--- src/rtl/scoreboard_pkg.sv ---
// Shared types and glyph data for the scoreboard display pipeline.
package scoreboard_pkg;

  typedef enum logic {IDLE = 1'b0, SCAN = 1'b1} scan_state_e;

  localparam int FONT_W = 3;
  localparam int FONT_H = 5;
  localparam logic [3:0] BLANK_CODE = 4'hF;

  // One 15-bit word per digit, top row in the MSBs, leftmost pixel first.
  localparam logic [FONT_W*FONT_H-1:0] FONT [10] = '{
    15'b111_101_101_101_111,
    15'b010_110_010_010_111,
    15'b111_001_111_100_111,
    15'b111_001_111_001_111,
    15'b101_101_111_001_001,
    15'b111_100_111_001_111,
    15'b111_100_111_101_111,
    15'b111_001_001_001_001,
    15'b111_101_111_101_111,
    15'b111_101_111_001_111
  };

endpackage

--- src/rtl/pixel_scan_gen_if.sv ---
// 1-bit raster pixel stream with position and framing strobes.
interface pixel_scan_gen_if #(
  parameter int XW = 5,
  parameter int YW = 4
);
  logic          pixel_out;
  logic          pixel_valid;
  logic          line_end;
  logic          frame_start;
  logic [XW-1:0] x_pos;
  logic [YW-1:0] y_pos;

  modport master (output pixel_out, pixel_valid, line_end, frame_start, x_pos, y_pos);
  modport slave  (input  pixel_out, pixel_valid, line_end, frame_start, x_pos, y_pos);
endinterface

--- src/rtl/digit_font_rom.sv ---
// 3x5 digit glyph row lookup; codes 10..15 and rows past the glyph read as blank.
module digit_font_rom
  import scoreboard_pkg::*;
(
  input  logic [3:0]        digit,
  input  logic [2:0]        row,
  output logic [FONT_W-1:0] bits
);

  always_comb begin
    bits = '0;
    if (digit < 4'd10 && row < 3'(FONT_H))
      bits = FONT[digit][(FONT_H - 1 - int'(row)) * FONT_W +: FONT_W];
  end

endmodule

--- src/rtl/pixel_scan_gen.sv ---
// Raster-scan source rendering two score digits; one registered pixel per clock.
module pixel_scan_gen
  import scoreboard_pkg::*;
#(
  parameter int H_ACTIVE = 16,
  parameter int H_BLANK  = 4,
  parameter int V_ACTIVE = 8,
  parameter int V_BLANK  = 2,
  parameter int DA_X     = 2,
  parameter int DB_X     = 10,
  parameter int D_Y      = 1
) (
  input  logic             clk_u,
  input  logic             rst_u,
  input  logic             en_i,
  input  logic [3:0]       score_a_i,
  input  logic [3:0]       score_b_i,
  output logic             busy,
  pixel_scan_gen_if.master ps
);

  localparam int H_TOTAL = H_ACTIVE + H_BLANK;
  localparam int V_TOTAL = V_ACTIVE + V_BLANK;
  localparam int XW = $clog2(H_TOTAL);
  localparam int YW = $clog2(V_TOTAL);

  localparam logic [XW-1:0] X_LAST = XW'(H_TOTAL - 1);
  localparam logic [YW-1:0] Y_LAST = YW'(V_TOTAL - 1);
  localparam logic [XW-1:0] X_ACT  = XW'(H_ACTIVE);
  localparam logic [YW-1:0] Y_ACT  = YW'(V_ACTIVE);
  localparam logic [XW-1:0] X_LE   = XW'(H_ACTIVE - 1);
  localparam logic [XW-1:0] A_LO   = XW'(DA_X);
  localparam logic [XW-1:0] A_HI   = XW'(DA_X + FONT_W - 1);
  localparam logic [XW-1:0] B_LO   = XW'(DB_X);
  localparam logic [XW-1:0] B_HI   = XW'(DB_X + FONT_W - 1);
  localparam logic [YW-1:0] G_LO   = YW'(D_Y);
  localparam logic [YW-1:0] G_HI   = YW'(D_Y + FONT_H - 1);

  if (!(DB_X + 2 < H_ACTIVE && D_Y + 4 < V_ACTIVE)) begin : g_bad_glyph_window
    $error("glyph windows must lie inside the active area");
  end

  scan_state_e   state, nxt_state;
  logic [XW-1:0] x_q, nx;
  logic [YW-1:0] y_q, ny;
  logic [3:0]    sa_q, sb_q, nsa, nsb;

  // Next position and latched scores; outputs are then registered from these
  // so every strobe describes the same pixel as x_pos/y_pos.
  always_comb begin
    nxt_state = state;
    nx        = x_q;
    ny        = y_q;
    nsa       = sa_q;
    nsb       = sb_q;
    case (state)
      IDLE: if (en_i) begin
        nxt_state = SCAN;
        nx        = '0;
        ny        = '0;
        nsa       = score_a_i;
        nsb       = score_b_i;
      end
      SCAN: begin
        if (x_q == X_LAST) begin
          nx = '0;
          if (y_q == Y_LAST) begin
            ny = '0;
            if (en_i) begin
              nsa = score_a_i;
              nsb = score_b_i;
            end else begin
              nxt_state = IDLE;
            end
          end else begin
            ny = y_q + YW'(1);
          end
        end else begin
          nx = x_q + XW'(1);
        end
      end
      default: nxt_state = IDLE;
    endcase
  end

  logic              scan_n, vld_n, a_hit, b_hit, pix_n;
  logic [2:0]        row;
  logic [1:0]        col_a, col_b;
  logic [FONT_W-1:0] bits_a, bits_b;

  assign scan_n = (nxt_state == SCAN);
  assign vld_n  = scan_n && (nx < X_ACT) && (ny < Y_ACT);
  assign a_hit  = (nx >= A_LO) && (nx <= A_HI) && (ny >= G_LO) && (ny <= G_HI);
  assign b_hit  = (nx >= B_LO) && (nx <= B_HI) && (ny >= G_LO) && (ny <= G_HI);
  assign row    = 3'(ny - G_LO);
  assign col_a  = 2'(nx - A_LO);
  assign col_b  = 2'(nx - B_LO);
  assign pix_n  = vld_n && ((a_hit && bits_a[2'd2 - col_a]) || (b_hit && bits_b[2'd2 - col_b]));

  digit_font_rom u_rom_a (.digit(nsa), .row(row), .bits(bits_a));
  digit_font_rom u_rom_b (.digit(nsb), .row(row), .bits(bits_b));

  always_ff @(posedge clk_u or posedge rst_u) begin
    if (rst_u) begin
      state          <= IDLE;
      x_q            <= '0;
      y_q            <= '0;
      sa_q           <= BLANK_CODE;
      sb_q           <= BLANK_CODE;
      busy           <= 1'b0;
      ps.pixel_out   <= 1'b0;
      ps.pixel_valid <= 1'b0;
      ps.line_end    <= 1'b0;
      ps.frame_start <= 1'b0;
    end else begin
      state          <= nxt_state;
      x_q            <= scan_n ? nx : '0;
      y_q            <= scan_n ? ny : '0;
      sa_q           <= nsa;
      sb_q           <= nsb;
      busy           <= scan_n;
      ps.pixel_out   <= pix_n;
      ps.pixel_valid <= vld_n;
      ps.line_end    <= vld_n && (nx == X_LE);
      ps.frame_start <= scan_n && (nx == '0) && (ny == '0);
    end
  end

  assign ps.x_pos = x_q;
  assign ps.y_pos = y_q;

endmodule

--- src/flat_wrapper.sv ---
// flat-port wrapper written by rule: the top's interface ports become plain ports
module pixel_scan_gen_flat import scoreboard_pkg::*;
#(
  parameter int H_ACTIVE = 16,
  parameter int H_BLANK  = 4,
  parameter int V_ACTIVE = 8,
  parameter int V_BLANK  = 2,
  parameter int DA_X     = 2,
  parameter int DB_X     = 10,
  parameter int D_Y      = 1
)
  (clk_u, rst_u, en_i, score_a_i, score_b_i, busy, ps_pixel_out, ps_pixel_valid, ps_line_end, ps_frame_start, ps_x_pos, ps_y_pos);
  pixel_scan_gen_if ps_i ();
  input  logic clk_u;
  input  logic rst_u;
  input  logic en_i;
  input  logic [3:0] score_a_i;
  input  logic [3:0] score_b_i;
  output logic busy;
  output wire logic [$bits(ps_i.pixel_out)-1:0] ps_pixel_out;
  output wire logic [$bits(ps_i.pixel_valid)-1:0] ps_pixel_valid;
  output wire logic [$bits(ps_i.line_end)-1:0] ps_line_end;
  output wire logic [$bits(ps_i.frame_start)-1:0] ps_frame_start;
  output wire logic [$bits(ps_i.x_pos)-1:0] ps_x_pos;
  output wire logic [$bits(ps_i.y_pos)-1:0] ps_y_pos;
  assign ps_pixel_out = ps_i.pixel_out;
  assign ps_pixel_valid = ps_i.pixel_valid;
  assign ps_line_end = ps_i.line_end;
  assign ps_frame_start = ps_i.frame_start;
  assign ps_x_pos = ps_i.x_pos;
  assign ps_y_pos = ps_i.y_pos;
  pixel_scan_gen #(.H_ACTIVE(H_ACTIVE), .H_BLANK(H_BLANK), .V_ACTIVE(V_ACTIVE), .V_BLANK(V_BLANK), .DA_X(DA_X), .DB_X(DB_X), .D_Y(D_Y)) u_core (.clk_u(clk_u), .rst_u(rst_u), .en_i(en_i), .score_a_i(score_a_i), .score_b_i(score_b_i), .busy(busy), .ps(ps_i));
endmodule
--- config.mk ---
export PLATFORM = sky130hd
export DESIGN_NAME = pixel_scan_gen_flat
export DESIGN_NICKNAME = d
export VERILOG_FILES = /design/src/rtl/scoreboard_pkg.sv /design/src/rtl/pixel_scan_gen_if.sv /design/src/rtl/digit_font_rom.sv /design/src/rtl/pixel_scan_gen.sv /design/src/flat_wrapper.sv
export SDC_FILE = /design/constraint.sdc
export NUM_CORES = 1
export LEC_CHECK = 0
export CORE_MARGIN = 8
export CORE_UTILIZATION = 60
export CTS_CLUSTER_DIAMETER = 50
export DETAILED_ROUTE_END_ITERATION = 16
export GPL_ROUTABILITY_DRIVEN = 0
export PLACE_DENSITY = 0.81
export SLEW_MARGIN = 10
export SYNTH_ARGS = -nofsm -noshare
export SYNTH_HDL_FRONTEND = slang
export SYNTH_HIERARCHICAL = 1
export SYNTH_SLANG_ARGS = --single-unit
--- constraint.sdc ---
create_clock -name clk_u -period 5.9 [get_ports clk_u]
set_input_delay 1.77 -clock clk_u [delete_from_list [all_inputs] [get_ports clk_u]]
set_output_delay 1.77 -clock clk_u [all_outputs]
set_load 0.02 [all_outputs]
### Word level (Yosys, flattened, before mapping)

Memory sizes are Yosys's and may differ from the RTL's.
Index checks and enable logic that the tools add are counted.

| cells by class | value |
|---|---|
| bitwise operators | 3 |
| shift-type cells | 2 |
| multiplexer cells | 31 |
| $lt $le $gt $ge | 15 |
| multipliers | 1 |
| add/subtract/negate cells | 8 |
| reduce and logical (&&, ||, !) cells | 19 |
| equal/unequal tests | 3 |

Operator list:

| operator | count |
|---|---|
| 15-bit two-way mux | 4 |
| 4-bit two-way mux | 10 |
| 15-bit by 7-bit indexed part select with 3-bit output | 2 |
| 4-bit case mux with 2 select lines | 3 |
| 1-bit logical AND | 16 |
| 5-bit two-way mux | 3 |
| 4-bit < comparator, second input constant | 3 |
| 5-bit greater-or-equal comparator, second input constant | 2 |
| 4-bit inverter with 5-bit output | 2 |
| 5-bit case mux with 2 select lines | 1 |
| 4-bit by 3-bit multiplier with 7-bit output, second input constant | 1 |
| 2-bit by 3-bit < comparator with 1-bit output, second input constant | 2 |
| 3-bit two-way mux | 2 |
| 5-bit by 1-bit adder with 5-bit output, second input constant | 1 |
| 5-bit by 4-bit == test with 1-bit output, second input constant | 1 |
| 5-bit == test, second input constant | 1 |
| 5-bit by 2-bit greater-or-equal comparator with 1-bit output, second input constant | 1 |
| 5-bit by 4-bit greater-or-equal comparator with 1-bit output, second input constant | 1 |
| 5-bit by 3-bit <= comparator with 1-bit output, second input constant | 1 |
| 5-bit by 4-bit <= comparator with 1-bit output, second input constant | 1 |
| 5-bit logical NOT | 1 |
| 5-bit < comparator, second input constant | 1 |
| 1-bit two-way mux | 5 |
| 4-bit by 1-bit adder with 4-bit output, second input constant | 1 |
| 13 further kinds | 16 |

| word-level totals | value |
|---|---|
| word-level logic and storage cells | 93 |
| bits of input ports | 11 |
| memory bits (read-only) | 480 |
| memories | 2 |
| output and inout port bits | 14 |
| flip-flop bits (word level) | 22 |

Memories:

| memory | depth | width | rd ports | clocked after Yosys merged registers in | wr ports | RTL line | RTL |
|---|---|---|---|---|---|---|---|
| (no name shown) | 16 | 15 | 1 | 0 | 0 | digit_font_rom.sv:13 | `bits = FONT[digit][(FONT_H - 1 - int'(row)) * FONT_W +: FONT_W];` |
| (no name shown) | 16 | 15 | 1 | 0 | 0 | digit_font_rom.sv:13 |  |

### Logic depth before layout (Yosys ltp)

Gate-level depths: netlist of the first run.

| logic depth | value |
|---|---|
| depth after elaboration | 15 |
| mapped depth | 24 |
| gate-level depth less buffers | 23 |

### By module

Netlist of the first run, hierarchy kept.

Modules (own cells, without submodules):

| module | area an instance (sq um) | instances | cells each | sequential area each (sq um) |
|---|---|---|---|---|
| pixel_scan_gen | 1316.3 | 1 | 137 | 560.5 |
| digit_font_rom (u_core.u_rom_a) | 870.8 | 1 | 124 | 0.0 |
| digit_font_rom (u_core.u_rom_b) | 827.0 | 1 | 118 | 0.0 |

### Least setup slack after synthesis of the first run

No wires, ideal clock.

| timing path | value |
|---|---|
| kind | input port to flip-flop |
| start point | in en_i |
| end point | reg u_core.ps.pixel_out |
| arrival time | 5.907 ns |
| setup time | 0.111 ns |
| path slack | -0.119 ns |
| cell stages on the path | 21 |
| buffers on the path | 0 |
| required time | 5.789 ns |
| path through | or2_2 nand2_1 a21oi_1 inv_1 ha_1 inv_1 ha_1 xor2_1 ha_1 inv_1 fa_1 xor2_1 nand3_1 a2111oi_0 nand4_1 o211ai_1 o22ai_1 a211oi_1 a21boi_0 a2bb2oi_1 a2111oi_2 |

| on the way | value |
|---|---|
| elaborated cells between the ends (all ways) | 64 |
| classes of those cells | add/sub (6); mul (1); order compare (11); shift (2); mux (26); bitwise (2); reduce/logical (14); memory (2) |

RTL lines:

| what | RTL line | RTL |
|---|---|---|
| start: declaration | flat_wrapper.sv:16 | `input logic en_i;` |
| 4-bit two-way mux * | pixel_scan_gen.sv:57 | `IDLE: if (en_i) begin` |
| 4-bit case mux with 2 select lines * | pixel_scan_gen.sv:56 | `case (state)` |
| 3-bit by 1-bit subtractor with 3-bit output * | pixel_scan_gen.sv:95 | `assign row = 3'(ny - G_LO);` |
| via u_core.row[0] | pixel_scan_gen.sv:87 | `logic [2:0] row;` |
| 3-bit by 3-bit subtractor with 4-bit output | digit_font_rom.sv:13 |  |
| 4-bit by 3-bit multiplier with 7-bit output | digit_font_rom.sv:13 |  |
| 15-bit by 7-bit indexed part select with 3-bit output | digit_font_rom.sv:13 |  |
| 3-bit two-way mux * | digit_font_rom.sv:12 | `if (digit < 4'd10 && row < 3'(FONT_H))` |
| via u_core.bits_a[1] | pixel_scan_gen.sv:89 | `logic [FONT_W-1:0] bits_a, bits_b;` |
| 1-bit binary-select mux with 2-bit select * | pixel_scan_gen.sv:98 | `assign pix_n = vld_n && ((a_hit && bits_a[2'd2 - col_a]) \|\| (b_hit && bits_b[2'd2 - col_b]));` |
| 1-bit two-way mux (not written as such) * | pixel_scan_gen.sv:98 |  |
| 1-bit logical AND * | pixel_scan_gen.sv:98 |  |
| 1-bit logical OR * | pixel_scan_gen.sv:98 |  |
| 1-bit logical AND * | pixel_scan_gen.sv:98 |  |
| via u_core.pix_n | pixel_scan_gen.sv:86 | `logic scan_n, vld_n, a_hit, b_hit, pix_n;` |
| end signal: assignment | pixel_scan_gen.sv:122 | `ps.pixel_out <= pix_n;` |
| end: declaration | pixel_scan_gen_if.sv:13 | `modport master (output pixel_out, pixel_valid, line_end, frame_start, x_pos, y_pos);` |

Mark *: on every way through the listed nets, which the timed path passes. The rest lies on a longest branch. The select of a mux whose other input is x is not followed.

### Worst setup path in the final report of the first run

Same ends and word-level chain as after synthesis.

==> report_table.html, run 1 <==
<table>
<tr><th>Metric</th><th>Value</th></tr>
<tr><th colspan="2">Drt</th></tr>
<tr><td>Post-route met1 wirelength</td><td>3724 um</td></tr>
<tr><td>Detailed route wirelength on metal3</td><td>633 um</td></tr>
<tr><td>Number of nets with antenna violations after routing</td><td>0</td></tr>
<tr><td>Detail-routed via count per cell</td><td>6.525</td></tr>
<tr><td>Detailed-routed wire length on met2</td><td>4013 um</td></tr>
<tr><td>Total wire length after detailed routing</td><td>8745 um</td></tr>
<tr><td>Remaining design rule violation count</td><td>0</td></tr>
<tr><td>Highest metal layer with signal wires</td><td>met4</td></tr>
<tr><td>DRT iter0 DRCs</td><td>246</td></tr>
<tr><td>Via count of the routed design</td><td>3184</td></tr>
<tr><td>Detailed-routing iteration count for the pre-antenna-repair pass</td><td>5</td></tr>
<tr><td>Average detailed-routed wire length per instance</td><td>17.92 um</td></tr>
<tr><th colspan="2">Finish</th></tr>
<tr><td>Layout fillers</td><td>343</td></tr>
<tr><td>Net count, final</td><td>460</td></tr>
<tr><td>Number of antenna repair diodes</td><td>0</td></tr>
<tr><td>Area of the multi-input gates</td><td>2300 um^2</td></tr>
<tr><td>Fraction of layout cells with a size suffix above 1</td><td>0.2257</td></tr>
<tr><td>Seq. cell area</td><td>560.5 um^2</td></tr>
<tr><td>Area growth from synthesis to layout</td><td>20.80%</td></tr>
<tr><th colspan="2">STA</th></tr>
<tr><td>Number of endpoints with negative hold slack in the final report</td><td>0</td></tr>
<tr><td>Fin Hold WS</td><td>0.6823 ns</td></tr>
<tr><td>Max-slew violation count</td><td>0</td></tr>
<tr><td>Setup repair after global routing missed its margin</td><td>no</td></tr>
<tr><td>Time the worst path needs with I/O delays and setup</td><td>5.526 ns</td></tr>
<tr><td>Achievable Freq</td><td>180.9 MHz</td></tr>
<tr><td>Post-route setup TNS</td><td>0 ns</td></tr>
<tr><td>Final-report setup violation count</td><td>0</td></tr>
<tr><td>Slew HR</td><td>0.4565</td></tr>
<tr><td>Worst-margin pin slew</td><td>0.8144 ns</td></tr>
<tr><td>Final setup skew</td><td>0.002193 ns</td></tr>
<tr><td>Post-route fraction of the period consumed by the critical path</td><td>0.9367</td></tr>
<tr><th colspan="2">Power</th></tr>
<tr><td>Largest voltage drop on the vdd net</td><td>0.07244 mV</td></tr>
<tr><td>Leakage Power</td><td>1.585 nW</td></tr>
<tr><td>Power per unit of standard cell area</td><td>69.84 nW/um^2</td></tr>
<tr><th colspan="2">CTS</th></tr>
<tr><td>CTS Hold Bufs</td><td>0</td></tr>
<tr><td>Cts bufs inserted</td><td>3</td></tr>
<tr><td>Clock insertion delay at the later pin of the skew report</td><td>0.27 ns</td></tr>
<tr><td>Clock tree from TritonCTS</td><td>done</td></tr>
<tr><td>CTS root buffer</td><td>sky130_fd_sc_hd__clkbuf_8</td></tr>
<tr><td>Maximum clock insertion buffer count</td><td>2</td></tr>
<tr><td>CTS H-tree lvls</td><td>1</td></tr>
<tr><td>Clock sink count</td><td>22</td></tr>
<tr><td>CTS clk-pin slew, worst paths</td><td>0.07 ns</td></tr>
<tr><th colspan="2">Yosys</th></tr>
<tr><td>Top post-synthesis cells by count</td><td>33 x sky130_fd_sc_hd__inv_1, 33 x sky130_fd_sc_hd__nand2_1, 24 x sky130_fd_sc_hd__ha_1, 24 x sky130_fd_sc_hd__o21ai_0, 20 x sky130_fd_sc_hd__nor2_1</td></tr>
<tr><td>Cell types with the largest area share after synthesis</td><td>sky130_fd_sc_hd__dfrtp_1 12%, sky130_fd_sc_hd__ha_1 10%, sky130_fd_sc_hd__dfstp_2 7.0%, sky130_fd_sc_hd__inv_1 4.1%, sky130_fd_sc_hd__nand2_1 4.1%</td></tr>
<tr><td>Synthesis-stage register bit count</td><td>22</td></tr>
<tr><td>Number of nets produced by synthesis</td><td>416</td></tr>
<tr><td>Complex-gate fraction of the synthesized area</td><td>0.2781</td></tr>
<tr><td>Fraction of synthesized cell area taken by the top area cell type</td><td>0.1162</td></tr>
<tr><td>Proportion of synthesized area in mux cells</td><td>0.04981</td></tr>
<tr><td>Number of distinct library cells after synthesis</td><td>77</td></tr>
<tr><td>Simple logic cell fraction of the synthesized area</td><td>0.2540</td></tr>
<tr><td>Number of enable flip-flop cells after synthesis</td><td>0</td></tr>
<tr><td>Adder-cell share of the synthesized area</td><td>0.1162</td></tr>
<tr><td>Seq/Total Area, Yosys</td><td>0.1860</td></tr>
<tr><td>XOR/XNOR share of the synthesized area</td><td>0.02574</td></tr>
<tr><td>Cell type contributing the most total cell area after synthesis</td><td>sky130_fd_sc_hd__dfrtp_1</td></tr>
<tr><td>Number of warnings issued by yosys</td><td>6</td></tr>
<tr><td>Number of instances in the synthesized netlist</td><td>379</td></tr>
<tr><td>Most used flip-flop cell after synthesis</td><td>sky130_fd_sc_hd__dfrtp_1</td></tr>
<tr><td>Asr flop ratio synth</td><td>1.000</td></tr>
<tr><td>Synthesized area</td><td>3014 um^2</td></tr>
<tr><td>Average cell area after synthesis</td><td>7.953 um^2</td></tr>
<tr><td>Main combinational cell family by area after synthesis</td><td>compound AO/OA/AOI/OAI gates</td></tr>
<tr><th colspan="2">Floorplan</th></tr>
<tr><td>Die Wd</td><td>86.88 um</td></tr>
<tr><td>Die extent in y</td><td>86.88 um</td></tr>
<tr><td>Total core area</td><td>4786 um^2</td></tr>
<tr><td>Die area</td><td>7547 um^2</td></tr>
<tr><td>I/O pin count</td><td>25</td></tr>
<tr><td>Initial core utilization</td><td>0.6298</td></tr>
<tr><td>Number of rows created at floorplan</td><td>25</td></tr>
<tr><th colspan="2">Global route</th></tr>
<tr><td>Final global-route overflow total</td><td>0</td></tr>
<tr><td>Number of global-route vias before repair</td><td>3022</td></tr>
<tr><td>Overall fraction of global-route tracks in use</td><td>0.2226</td></tr>
<tr><td>Initial antenna violation count</td><td>0</td></tr>
<tr><td>Maximum number of pins on one net before global-route repair</td><td>23</td></tr>
<tr><td>Wire length of the first global-routing pass</td><td>13770 um</td></tr>
<tr><th colspan="2">Status</th></tr>
<tr><td>Run status</td><td>complete, no violations</td></tr>
<tr><th colspan="2">Critical path</th></tr>
<tr><td>Category of the critical setup timing path</td><td>input port to flip-flop</td></tr>
<tr><td>Maximum cell stage delay along the critical path</td><td>0.63 ns</td></tr>
<tr><td>Critical path cell sequence</td><td>dlymetal6s2s_1, or2_4, nand2_1, a21oi_2, ha_4, inv_1, ha_2, xor2_2, ha_1, inv_1, fa_2, nor2_1, o21ai_1, a31oi_2, a2111oi_4, buf_4, o22ai_1, a211oi_1, a21boi_1, a2bb2oi_1, a2111oi_2</td></tr>
<tr><td>Standard cell with the maximum stage delay on the critical path</td><td>sky130_fd_sc_hd__fa_2</td></tr>
<tr><td>CP endpoint kind</td><td>flip-flop</td></tr>
<tr><td>Critical path launch point type</td><td>input port</td></tr>
<tr><td>Worst path required time</td><td>6.05 ns</td></tr>
<tr><td>Crit path arrival time</td><td>5.67 ns</td></tr>
<tr><td>Most used cell along the critical path</td><td>sky130_fd_sc_hd__inv_1</td></tr>
<tr><td>Maximum fanout count along the critical path</td><td>4</td></tr>
<tr><th colspan="2">Placed design</th></tr>
<tr><td>Detail Placement HPWL</td><td>6248 um</td></tr>
<tr><td>Port-buffer cells</td><td>24</td></tr>
<tr><th colspan="2">Flow run</th></tr>
<tr><td>Number of max-capacitance violations reported</td><td>0</td></tr>
<tr><th colspan="2">Hold path</th></tr>
<tr><td>Hold crit path type</td><td>flip-flop to flip-flop</td></tr>
</table>
==> cell families (layout without fill, tap and decap cells) <==
group,after synthesis,in the layout
and+or+nand+nor,137,137
AOI/OAI and AO/OA,115,115
buffers and inverters,56,98
adders and majority gates,27,27
DFF,22,22
muxes,14,14
xor gates and xnor gates,8,8
==> layout make-up <==
cell class | instances | area share
multi-input combinational | 301 | 0.6316
sequential | 22 | 0.1540
timing repair buffer | 62 | 0.1460
inverter | 33 | 0.03402
tap | 67 | 0.02302
clock buffer | 3 | 0.01134
==> report_power, final <==
| group | total, mW | internal (mW) | switching (mW) |
|---|---|---|---|
| registers | 0.151 | 0.151 | 0 |
| logic | 0.0107 | 0.00624 | 0.00444 |
| clock network | 0.0926 | 0.0457 | 0.0469 |
| total | 0.254 | 0.203 | 0.0514 |
==> stage by stage <==
step	setup WS [ns]	utilization	cells	power, mW	cell area (um^2)
detailed placement	-0.3920	0.7255	483	0.1646	3472
global route	0.1381	0.7608	488	0.2610	3641
floorplan	0.006438	-	379	0.1562	3018
finish	0.3735	0.7608	488	0.2543	3641
global placement	-0.2157	0.7255	483	0.1644	3472
CTS	0.001436	0.7430	487	0.2556	3556
==> state kept, by name, indices dropped and copies added (netlist names) <==
name,flops
u_core/ps.frame_start,1
u_core/ps.line_end,1
u_core/ps.pixel_out,1
u_core/ps.pixel_valid,1
u_core/ps.x_pos,5
u_core/ps.y_pos,4
u_core/sa_q,4
u_core/sb_q,4
u_core/state,1
==> placed cells by master (no fill, tap or decap), types with 3 or more instances in the layout <==
cell type                         netlist  final
sky130_fd_sc_hd__buf_4                  3     37
sky130_fd_sc_hd__inv_1                 33     32
sky130_fd_sc_hd__nand2_1               33     31
sky130_fd_sc_hd__clkdlybuf4s50_1        0     23
sky130_fd_sc_hd__o21ai_0               24     22
sky130_fd_sc_hd__ha_1                  24     21
sky130_fd_sc_hd__nor2_1                20     20
sky130_fd_sc_hd__a21oi_1               17     15
sky130_fd_sc_hd__dfrtp_1               14     14
sky130_fd_sc_hd__a31oi_1               13     12
sky130_fd_sc_hd__nand3_1               12     11
sky130_fd_sc_hd__nor3_1                10     10
sky130_fd_sc_hd__nand3b_1               9      9
sky130_fd_sc_hd__dfstp_2                8      8
sky130_fd_sc_hd__nor2b_1                7      7
sky130_fd_sc_hd__mux2_2                 7      7
sky130_fd_sc_hd__nand2b_1               6      6
sky130_fd_sc_hd__o21ai_1                4      6
sky130_fd_sc_hd__mux2i_1                6      6
sky130_fd_sc_hd__o22ai_1                5      5
sky130_fd_sc_hd__nand2_2                2      4
sky130_fd_sc_hd__or3_1                  4      4
sky130_fd_sc_hd__and2b_1                4      4
sky130_fd_sc_hd__nor3b_1                4      4
sky130_fd_sc_hd__o21a_1                 4      4
sky130_fd_sc_hd__o31ai_1                4      4
sky130_fd_sc_hd__nand4_1                4      4
sky130_fd_sc_hd__clkbuf_8               0      3
sky130_fd_sc_hd__a21oi_2                2      3
sky130_fd_sc_hd__a211oi_1               3      3
sky130_fd_sc_hd__nor4_1                 3      3
sky130_fd_sc_hd__o221ai_1               3      3
sky130_fd_sc_hd__or3b_1                 3      3
sky130_fd_sc_hd__xor2_1                 5      3
==> critical path, delay by kind of cell <==
| kind | cells | cell delay (ns) |
|---|---|---|
| AOI/OAI and AO/OA | 9 | 1.50 |
| xor gates and xnor gates | 1 | 0.15 |
| adders and majority gates | 4 | 1.40 |
| buffers and inverters | 4 | 0.42 |
| and+or+nand+nor | 3 | 0.43 |
==> path summary, 6_finish.rpt <==
check | from | to | slack, ns | depth (start not counted)
worst max-delay path | en_i | u_core/ps.pixel_out | 0.37 | 21
worst min-delay path | u_core/sa_q[0] | u_core/sa_q[0] | 0.68 | 1
worst max register to register | u_core/ps.x_pos[0] | u_core/ps.pixel_out | 0.60 | 23
worst min register to register | u_core/sa_q[0] | u_core/sa_q[0] | 0.68 | 1
max in group asynchronous | rst_u | u_core/ps.x_pos[3] | 3.44 | 2
min in group asynchronous | rst_u | u_core/ps.y_pos[3] | 1.96 | 2
==> metal layers <==
layer	global-route usage	vias up
met5	0	-
met4	0.1189	0
met3	0.02736	40
met2	0.3574	180
met1	0.2828	1495
li1	-	1469
==> what timing repair did <==
action | CTS | global route
setup endpoints to repair | 1 | 1
gates resized for setup | 6 | 18
setup buffers | 1 | 2
pin swaps | 7 | 10
hold endpoints to repair | 0 | 0
Power figures use the tool's default switching activity.
==> run 2, diff against run 1 <==
- CAP_MARGIN: default -> 10
==> results of run 2 <==
The final DEF is identical to that of run 1; final timing and power are the same.
==> run 3, diff against run 2 <==
- HOLD_SLACK_MARGIN: default -> 0.05
==> results of run 3 <==
The final DEF is identical to that of run 1; final timing and power are the same.
